File: src/rtl/sram_ctrl_pkg.sv
// Shared types and default widths for the two-requester SRAM arbiter.
package sram_ctrl_pkg;

  localparam int unsigned DEF_ADDR_W = 4;
  localparam int unsigned DEF_DATA_W = 8;

  typedef enum logic [1:0] {
    IDLE   = 2'd0,
    ACCESS = 2'd1,
    RDWAIT = 2'd2
  } state_e;

endpackage

File: src/rtl/sram_arbiter_if.sv
// Requester handshakes plus SRAM-side signals for sram_arbiter.
interface sram_arbiter_if
  import sram_ctrl_pkg::*;
#(
  parameter int unsigned ADDR_W = DEF_ADDR_W,
  parameter int unsigned DATA_W = DEF_DATA_W
);

  logic              req_a;
  logic              we_a;
  logic [ADDR_W-1:0] addr_a;
  logic [DATA_W-1:0] wdata_a;
  logic              ack_a;

  logic              req_b;
  logic              we_b;
  logic [ADDR_W-1:0] addr_b;
  logic [DATA_W-1:0] wdata_b;
  logic              ack_b;

  logic [DATA_W-1:0] rdata;
  logic              busy;

  logic              mem_en;
  logic [ADDR_W-1:0] mem_addr;
  logic [DATA_W-1:0] mem_din;
  logic [DATA_W-1:0] mem_dout;

  modport master (
    output req_a, we_a, addr_a, wdata_a,
    output req_b, we_b, addr_b, wdata_b,
    output mem_dout,
    input  ack_a, ack_b, rdata, busy,
    input  mem_en, mem_addr, mem_din
  );

  modport slave (
    input  req_a, we_a, addr_a, wdata_a,
    input  req_b, we_b, addr_b, wdata_b,
    input  mem_dout,
    output ack_a, ack_b, rdata, busy,
    output mem_en, mem_addr, mem_din
  );

endinterface

File: src/rtl/rr_arbiter.sv
// Two-way arbiter: one-hot grant (bit 0 = A). Round-robin pointer exists only
// when SRAM_ARB_RR_EN is defined; otherwise A always wins a tie.
module rr_arbiter (
  input  logic       clk,
  input  logic       reset,
  input  logic [1:0] i_req,
  input  logic       i_advance,
  input  logic       i_winner_b,
  output logic [1:0] o_grant
);

`ifdef SRAM_ARB_RR_EN
  logic r_ptr_b;

  // Pointer moves to the requester that did not win the completed transfer.
  always_ff @(posedge clk or posedge reset) begin
    if (reset) begin
      r_ptr_b <= 1'b0;
    end else if (i_advance) begin
      r_ptr_b <= ~i_winner_b;
    end
  end

  always_comb begin
    o_grant = '0;
    if (r_ptr_b) begin
      if (i_req[1])      o_grant = 2'b10;
      else if (i_req[0]) o_grant = 2'b01;
    end else begin
      if (i_req[0])      o_grant = 2'b01;
      else if (i_req[1]) o_grant = 2'b10;
    end
  end
`else
  logic w_unused;
  assign w_unused = ^{clk, reset, i_advance, i_winner_b};

  always_comb begin
    o_grant = '0;
    if (i_req[0])      o_grant = 2'b01;
    else if (i_req[1]) o_grant = 2'b10;
  end
`endif

endmodule

File: src/rtl/sram_arbiter.sv
// Arbitrates two requesters onto one synchronous SRAM port (1-cycle read latency).
// Define SRAM_ARB_RR_EN for round-robin arbitration; default is fixed priority to A.
module sram_arbiter
  import sram_ctrl_pkg::*;
#(
  parameter int unsigned ADDR_W = DEF_ADDR_W,
  parameter int unsigned DATA_W = DEF_DATA_W
) (
  input  logic           clk,
  input  logic           reset,
  sram_arbiter_if.slave  bus
);

  state_e            r_state;
  state_e            w_next;
  logic              r_we;
  logic              r_win_b;
  logic [ADDR_W-1:0] r_addr;
  logic [DATA_W-1:0] r_wdata;
  logic [DATA_W-1:0] r_rdata;
  logic              r_ack_a;
  logic              r_ack_b;

  logic [1:0]        w_grant;
  logic              w_start;
  logic              w_done;

  rr_arbiter u_arb (
    .clk        (clk),
    .reset      (reset),
    .i_req      ({bus.req_b, bus.req_a}),
    .i_advance  (w_done),
    .i_winner_b (r_win_b),
    .o_grant    (w_grant)
  );

  always_comb begin
    w_next  = r_state;
    w_start = 1'b0;
    w_done  = 1'b0;
    unique case (r_state)
      IDLE: begin
        if (|w_grant) begin
          w_start = 1'b1;
          w_next  = ACCESS;
        end
      end
      ACCESS: begin
        if (r_we) begin
          w_done = 1'b1;
          w_next = IDLE;
        end else begin
          w_next = RDWAIT;
        end
      end
      RDWAIT: begin
        w_done = 1'b1;
        w_next = IDLE;
      end
      default: w_next = IDLE;
    endcase
  end

  // Ack is registered, so it is visible in the IDLE cycle that follows completion.
  always_ff @(posedge clk or posedge reset) begin
    if (reset) begin
      r_state <= IDLE;
      r_we    <= 1'b0;
      r_win_b <= 1'b0;
      r_addr  <= '0;
      r_wdata <= '0;
      r_rdata <= '0;
      r_ack_a <= 1'b0;
      r_ack_b <= 1'b0;
    end else begin
      r_state <= w_next;
      r_ack_a <= w_done & ~r_win_b;
      r_ack_b <= w_done &  r_win_b;
      if (w_start) begin
        r_win_b <= w_grant[1];
        r_we    <= w_grant[1] ? bus.we_b    : bus.we_a;
        r_addr  <= w_grant[1] ? bus.addr_b  : bus.addr_a;
        r_wdata <= w_grant[1] ? bus.wdata_b : bus.wdata_a;
      end
      if (r_state == RDWAIT) begin
        r_rdata <= bus.mem_dout;
      end
    end
  end

  assign bus.ack_a    = r_ack_a;
  assign bus.ack_b    = r_ack_b;
  assign bus.rdata    = r_rdata;
  assign bus.busy     = (r_state != IDLE);
  assign bus.mem_en   = (r_state == ACCESS) & r_we;
  assign bus.mem_addr = (r_state == ACCESS) ? r_addr  : '0;
  assign bus.mem_din  = (r_state == ACCESS) ? r_wdata : '0;

endmodule
File: src/flat_wrapper.sv
// flat-port wrapper written by rule: the top's interface ports become plain ports
module sram_arbiter_flat import sram_ctrl_pkg::*;
#(
  parameter int unsigned ADDR_W = DEF_ADDR_W,
  parameter int unsigned DATA_W = DEF_DATA_W
)
  (clk, reset, bus_req_a, bus_we_a, bus_addr_a, bus_wdata_a, bus_req_b, bus_we_b, bus_addr_b, bus_wdata_b, bus_mem_dout, bus_ack_a, bus_ack_b, bus_rdata, bus_busy, bus_mem_en, bus_mem_addr, bus_mem_din);
  sram_arbiter_if #(.ADDR_W(ADDR_W), .DATA_W(DATA_W)) bus_i ();
  input  logic clk;
  input  logic reset;
  input wire logic [$bits(bus_i.req_a)-1:0] bus_req_a;
  input wire logic [$bits(bus_i.we_a)-1:0] bus_we_a;
  input wire logic [$bits(bus_i.addr_a)-1:0] bus_addr_a;
  input wire logic [$bits(bus_i.wdata_a)-1:0] bus_wdata_a;
  input wire logic [$bits(bus_i.req_b)-1:0] bus_req_b;
  input wire logic [$bits(bus_i.we_b)-1:0] bus_we_b;
  input wire logic [$bits(bus_i.addr_b)-1:0] bus_addr_b;
  input wire logic [$bits(bus_i.wdata_b)-1:0] bus_wdata_b;
  input wire logic [$bits(bus_i.mem_dout)-1:0] bus_mem_dout;
  output wire logic [$bits(bus_i.ack_a)-1:0] bus_ack_a;
  output wire logic [$bits(bus_i.ack_b)-1:0] bus_ack_b;
  output wire logic [$bits(bus_i.rdata)-1:0] bus_rdata;
  output wire logic [$bits(bus_i.busy)-1:0] bus_busy;
  output wire logic [$bits(bus_i.mem_en)-1:0] bus_mem_en;
  output wire logic [$bits(bus_i.mem_addr)-1:0] bus_mem_addr;
  output wire logic [$bits(bus_i.mem_din)-1:0] bus_mem_din;
  assign bus_i.req_a = bus_req_a;
  assign bus_i.we_a = bus_we_a;
  assign bus_i.addr_a = bus_addr_a;
  assign bus_i.wdata_a = bus_wdata_a;
  assign bus_i.req_b = bus_req_b;
  assign bus_i.we_b = bus_we_b;
  assign bus_i.addr_b = bus_addr_b;
  assign bus_i.wdata_b = bus_wdata_b;
  assign bus_i.mem_dout = bus_mem_dout;
  assign bus_ack_a = bus_i.ack_a;
  assign bus_ack_b = bus_i.ack_b;
  assign bus_rdata = bus_i.rdata;
  assign bus_busy = bus_i.busy;
  assign bus_mem_en = bus_i.mem_en;
  assign bus_mem_addr = bus_i.mem_addr;
  assign bus_mem_din = bus_i.mem_din;
  sram_arbiter #(.ADDR_W(ADDR_W), .DATA_W(DATA_W)) u_core (.clk(clk), .reset(reset), .bus(bus_i));
endmodule
File: config.mk
export PLATFORM = sky130hd
export DESIGN_NAME = sram_arbiter_flat
export DESIGN_NICKNAME = d
export VERILOG_FILES = /design/src/rtl/sram_ctrl_pkg.sv /design/src/rtl/sram_arbiter_if.sv /design/src/rtl/rr_arbiter.sv /design/src/rtl/sram_arbiter.sv /design/src/flat_wrapper.sv
export SDC_FILE = /design/constraint.sdc
export NUM_CORES = 1
export LEC_CHECK = 0
export CORE_MARGIN = 1
export CORE_UTILIZATION = 30
export CTS_BUF_LIST = sky130_fd_sc_hd__clkbuf_4
export DETAILED_ROUTE_END_ITERATION = 12
export PLACE_DENSITY = 0.57
export SYNTH_ARGS = -nofsm -noshare
export SYNTH_HDL_FRONTEND = slang
export SYNTH_HIERARCHICAL = 1
export SYNTH_SLANG_ARGS = --single-unit
File: constraint.sdc
create_clock -name clk -period 1.48 [get_ports clk]
set_input_delay 0.148 -clock clk [delete_from_list [all_inputs] [get_ports clk]]
set_output_delay 0.148 -clock clk [all_outputs]
set_load 0.03 [all_outputs]
==> results of run 1 <==
timing repair:
item | CTS | global route
gates cloned | 0 | 0
setup endpoints to repair | 34 | 34
resized for setup | 35 | 6
buffers inserted | 3 | 3
pin swaps | 2 | 0
registers in the layout (all words and copies together), names as in the netlist:
| register | flops |
|---|---|
| u_core/bus.ack_a | 1 |
| u_core/bus.ack_b | 1 |
| u_core/r_addr | 4 |
| u_core/r_state | 2 |
| u_core/r_we | 1 |
| u_core/r_win_b | 1 |
| u_core/r_wdata | 8 |
| u_core/bus.rdata | 8 |
worst max-delay path, delay by kind of cell (launching register included):
kind,cells,cell delay (ns)
fa+ha+maj,1,0.28
buf+inv,3,0.36
flops,1,0.44
area by class of cell:
class	count	area share, %
clock inverters	1	1.30
clock buffers	3	0.975
well taps	52	2.82
flip-flops and latches	26	28.2
inverters	4	0.650
multi-input cells	90	31.8
repair buffers	79	34.3
worst min path at each step:
stage	startpoint	endpoint	slack (ns)	cells past startpoint
after global placement	reset	u_core/bus.rdata[2]	0.41	2
after detailed placement	reset	u_core/bus.rdata[2]	0.44	2
final	reset	u_core/bus.rdata[2]	0.07	2
after global routing	reset	u_core/bus.rdata[3]	0.07	2
after CTS	reset	u_core/bus.rdata[2]	0.07	2
after floorplan	reset	u_core/bus.ack_a	0.19	1
through the flow:
| step | hold slack, ns | power, mW | cell area, µm² | setup WS [ns] | TNS, ns |
|---|---|---|---|---|---|
| floorplan | 0.188 | 3.07 | 1460 | 0.157 | 0 |
| global placement | 0.411 | 4.08 | 2120 | 0.0140 | 0 |
| detailed placement | 0.444 | 4.13 | 2120 | 0.00807 | 0 |
| CTS | 0.0716 | 4.90 | 2260 | -0.0950 | -0.948 |
| global route | 0.0666 | 5.31 | 2310 | -0.154 | -2.33 |
| finish | 0.0735 | 4.98 | 2310 | -0.0835 | -0.795 |
routing by layer:
layer	wire [µm]	part of all wire [%]	vias to the layer above
met5	0	0	-
met4	0	0	0
met3	200	5.4	0
met2	1840	50	46
met1	1630	44	579
li1	-	-	600
power by group:
| group | total (mW) | switching [mW] | internal [mW] |
|---|---|---|---|
| Clock | 0.495 | 0.221 | 0.274 |
| Sequential | 1.29 | 0.229 | 1.06 |
| Combinational | 3.19 | 1.63 | 1.56 |
synth_stat cells, types with 2 or more instances:
cell type	n	area, µm²
mux2_2	8	90.1
nor3_2	20	200
buf_4	3	22.5
nor3_1	15	75.1
o22ai_1	11	68.8
buf_6	5	56.3
a21oi_1	3	15.0
nand2_1	3	11.3
nor2_1	3	11.3
nor4b_1	2	17.5
and2_1	14	87.6
dfrtp_1	26	651
ha_1	3	37.5
inv_1	3	11.3
cells by family (layout without fill, tap and decap cells):
| family | after synthesis | in the layout | share of synthesized area [%] |
|---|---|---|---|
| muxes | 9 | 9 | 6.88 |
| buffers and inverters | 15 | 87 | 8.43 |
| DFF | 26 | 26 | 44.7 |
| AOI/OAI and AO/OA | 15 | 15 | 6.28 |
| adders and majority gates | 3 | 3 | 2.58 |
| and+or+nand+nor | 63 | 63 | 31.1 |
==> results.cfg, run 1 <==
[status]
status = complete, but fails checks
violations = setup timing

[clock_network]
cts_tree = built
cts.clk_slew.worst_paths_ns = 0.15
htreeDepth = 1
clock_latency_ns = 0.32
cts_buffer_depth = 2
hold_buffers = 0
cts_sinks = 26
cts_buffers = 3
cts_root_buf = clkbuf_4

[synthesis]
ys_async_sr_fraction_pct = 100
synthFlopType = dfrtp_1
syn_avg_cell_area_um2 = 11.1
netlist_area_mm2 = 0.00146
synth_cells = 131
synth_edf_count = 0
syn_nets = 172
synth-seq-cells = 26
yosys_warnings = 6
yosysSeqAreaShare_pct = 44.7
yosysUniqueCellTypes = 26

[grt]
grt_start_max_net_pins = 18
grt_usage_pct = 15.3
grt_pass1_vias = 1356
top_usage_layer = met2
overflow = 0
use_met2_pct = 28.3
grt_use_met3_pct = 2.67
met1_usage_pct = 19.0
antenna_found_initial = 0
grt_pass1_wl_um = 6230

[worst_setup_path]
cp.required_ns = 1.33
max_stage_delay_ns = 0.44
regToRegEndpoint = u_core/r_wdata[6]
crit_slowest_cell = dfrtp_1
cp-start-kind = register
crit_start = u_core/r_state[0]
worstPathArrival_ns = 1.42
critPathKind = register to output port
crit_end = bus_busy
worstReg2RegStart = u_core/r_state[0]
r2r_cells = 6
path_max_fanout = 5
regToRegSetupSlack_ns = -0.01
end_kind = output port
crit_chain = inv_1, ha_2, inv_2, buf_4

[placement]
finalWeightedCongestion = 0.702
numPortBuffers = 61
place_inst = 245
dpl.hpwl_um = 2830

[floorplan]
core_area_mm2 = 0.00450
io_pins = 62
dieHeight_um = 71.6
rows = 24
die_w_um = 71.6
initial_core_util_pct = 32.3
fp.dieArea_mm2 = 0.00513

[layout]
fillers = 413
ff_latch_area_um2 = 651
layout-drive-gt1-share_pct = 40.9
layout_commonest_cell = clkdlybuf4s50_1
final_cells = 255
mostFrequentLayoutCells = 37 x clkdlybuf4s50_1, 26 x dfrtp_1, 20 x nor3_2, 15 x buf_6, 15 x nor3_1
final_core_utilization_pct = 51.3
final_nets = 245
synthToLayoutAreaGrowth_pct = 58.7
diodes = 0
multi_input_area_um2 = 734

[pwr]
peakVddDrop_uv = 858
leakagePower_nw = 1.00
powerDensity_mw_per_mm2 = 2160

[drt]
route.detailed.drc = 0
dr_total_vias = 1225
drtIter0Drc = 42
ant_nets = 0
via_per_inst = 4.80
drt_pre_antenna_iters = 4
routedWlPerCell_um = 14.4
wl_um = 3670

[sta]
finalMaxSlewViolations = 0
final_hold_viol_count = 0
clock_skew_ns = 0.00593
max_slew_margin_pct = 78.2
fin_ws_ns = -0.0835
worst_pin_slew_ns = 0.327
max_freq_mhz = 640
fin_crit_ns = 1.56
setup_viol_count_final = 14
final.period_utilization_pct = 106
rsz0062_at_grt = true

[job]
maxCapViolations = 0

[hold_path]
hold_path.class = primary input to asynchronous set/reset pin
(Power assumes the default switching activity.)
==> run 2: changes to the inputs <==
--- a/config.mk
+++ b/config.mk
@@ -10,6 +10,8 @@
 export CTS_BUF_LIST = sky130_fd_sc_hd__clkbuf_4
 export DETAILED_ROUTE_END_ITERATION = 12
 export PLACE_DENSITY = 0.57
+export RECOVER_POWER = 50
+export SLEW_MARGIN = 20
 export SYNTH_ARGS = -nofsm -noshare
 export SYNTH_HDL_FRONTEND = slang
 export SYNTH_HIERARCHICAL = 1
==> run 2 against run 1 <==
  * The flow still finishes with violations (setup timing)
  * Clock power hardly changed
  * Register-to-register slack hardly changed
  * Flip-flop and latch count stayed put
  * Maximum frequency hardly changed
  * Via count is 0.33% higher
  * Clock skew hardly changed
  * Sequential share of layout area is 0.092 points higher
==> results.cfg, run 2 (synthesized netlist as in run 1, its figures left out) <==
[drt]
route.detailed.drc = 0
drt_pre_antenna_iters = 4
drtIter0Drc = 43
via_per_inst = 4.82
dr_total_vias = 1229
ant_nets = 0
wl_um = 3670
routedWlPerCell_um = 14.4

[placement]
dpl_cell_area_mm2 = 0.00212
dpl.hpwl_um = 2830
numPortBuffers = 61
place_ws_ns = 0.00807
finalWeightedCongestion = 0.702

[grt]
antenna_found_initial = 0
grt_pass1_vias = 1356
grt_start_max_net_pins = 18
grt_usage_pct = 15.3
overflow = 0
grt_pass1_wl_um = 6230

[sta]
worst_pin_slew_ns = 0.603
fin_ws_ns = -0.0841
rsz0062_at_grt = true
max_slew_margin_pct = 59.8
final.period_utilization_pct = 106
fin_crit_ns = 1.56
clock_skew_ns = 0.00627
final_hold_viol_count = 0
finalMaxSlewViolations = 0
tns_ns = -0.800
setup_viol_count_final = 14
max_freq_mhz = 639

[clock_network]
cts_buffer_depth = 2
cts_sinks = 26
cts_tree = built
hold_buffers = 0
cts.clk_slew.worst_paths_ns = 0.15
cts_buffers = 3
cts_root_buf = clkbuf_4
htreeDepth = 1
clock_latency_ns = 0.32

[status]
violations = setup timing
status = complete, but fails checks

[pwr]
power.switching_mw = 2.08
clkPwrFrac_pct = 10.0
switching_share_pct = 41.9
powerDensity_mw_per_mm2 = 2160
leakagePower_nw = 0.994
pwr-share-comb_pct = 64.1
seqPwrFrac_pct = 25.9
peakVddDrop_uv = 857
finalPower_mw = 4.98
p_int_mw = 2.89

[floorplan]
die_w_um = 71.6
dieHeight_um = 71.6
io_pins = 62
fp.dieArea_mm2 = 0.00513
rows = 24
core_area_mm2 = 0.00450
initial_core_util_pct = 32.3

[layout]
final_nets = 245
synthToLayoutAreaGrowth_pct = 58.2
diodes = 0
mostFrequentLayoutCells = 36 x clkdlybuf4s50_1, 26 x dfrtp_1, 20 x nor3_2, 15 x buf_6, 15 x nor3_1
layout-drive-gt1-share_pct = 39.9
design_area_mm2 = 0.00230
layout_commonest_cell = clkdlybuf4s50_1

[worst_setup_path]
regToRegSetupSlack_ns = -0.01
crit_end = bus_busy
cp-start-kind = register
cp.required_ns = 1.33
crit_start = u_core/r_state[0]
path_max_fanout = 5
regToRegEndpoint = u_core/r_wdata[6]
worstReg2RegStart = u_core/r_state[0]
r2r_cells = 6
end_kind = output port
critPathKind = register to output port
worstPathArrival_ns = 1.42

[job]
maxCapViolations = 0

[hold_path]
hold_path.class = primary input to asynchronous set/reset pin
==> run 2: cell types whose count changed in the layout (fill, tap and decap cells not counted) <==
cell / before / now
dlygate4sd3_1: 0 / 1
clkdlybuf4s50_1: 37 / 36
clkbuf_1: 0 / 2
buf_4: 14 / 12
==> run 2: timing repair <==
item | in CTS | in global routing
pin swaps | 2 | 0
endpoints found under the setup margin | 34 | 34
resized for setup | 35 | 6
buffers inserted | 3 | 3
==> run 2: worst min path at each step <==
stage,from,end,slack (ns),depth (start not counted)
global placement,reset,u_core/bus.rdata[2],0.41,2
global route,reset,u_core/bus.rdata[3],0.20,2
detailed placement,reset,u_core/bus.rdata[2],0.44,2
floorplan,reset,u_core/bus.ack_a,0.19,1
CTS,reset,u_core/bus.rdata[2],0.07,2
finish,reset,u_core/bus.rdata[2],0.21,2
==> run 2: worst max-delay path, cell delays in order, from the launching register on <==
cell and delay (ns):
dfrtp_1 0.44, inv_1 0.12, ha_2 0.28, inv_2 0.07
buf_4 0.17
==> run 2: power by group through the flow <==
stage,sequential (mW),combinational [mW],clock [mW]
finish,1.29,3.19,0.495
global route,1.34,3.41,0.550
CTS,1.28,3.09,0.517
detailed placement,1.30,2.84,0
global placement,1.27,2.81,0
floorplan,1.50,1.58,0
==> run 2: cell type report <==
| cell class | instances | area, µm² |
|---|---|---|
| Fill cell | 414 | 2200 |
| Timing Repair Buffer | 79 | 785 |
| Multi-Input combinational cell | 90 | 734 |
| Sequential cell | 26 | 651 |
| Tap cell | 52 | 65.1 |
| Clock inverter | 1 | 30.0 |
| Clock buffer | 3 | 22.5 |
| Inverter | 4 | 15.0 |
==> run 2: metal layers <==
metal / vias to the layer above / track usage (%) / routed length [µm]
met5: - / 0 / 0
met3: 0 / 2.67 / 200
met4: 0 / 1.96 / 0
met2: 46 / 28.3 / 1840
met1: 582 / 19.0 / 1640
li1: 601 / - / -
==> run 2: through the flow <==
step	utilization [%]	hold slack, ns	cells
after floorplan	-	0.188	131
after global placement	47.0	0.411	245
after detailed placement	47.0	0.444	245
after CTS	50.2	0.0716	252
after global routing	51.1	0.199	255
final	51.1	0.205	255
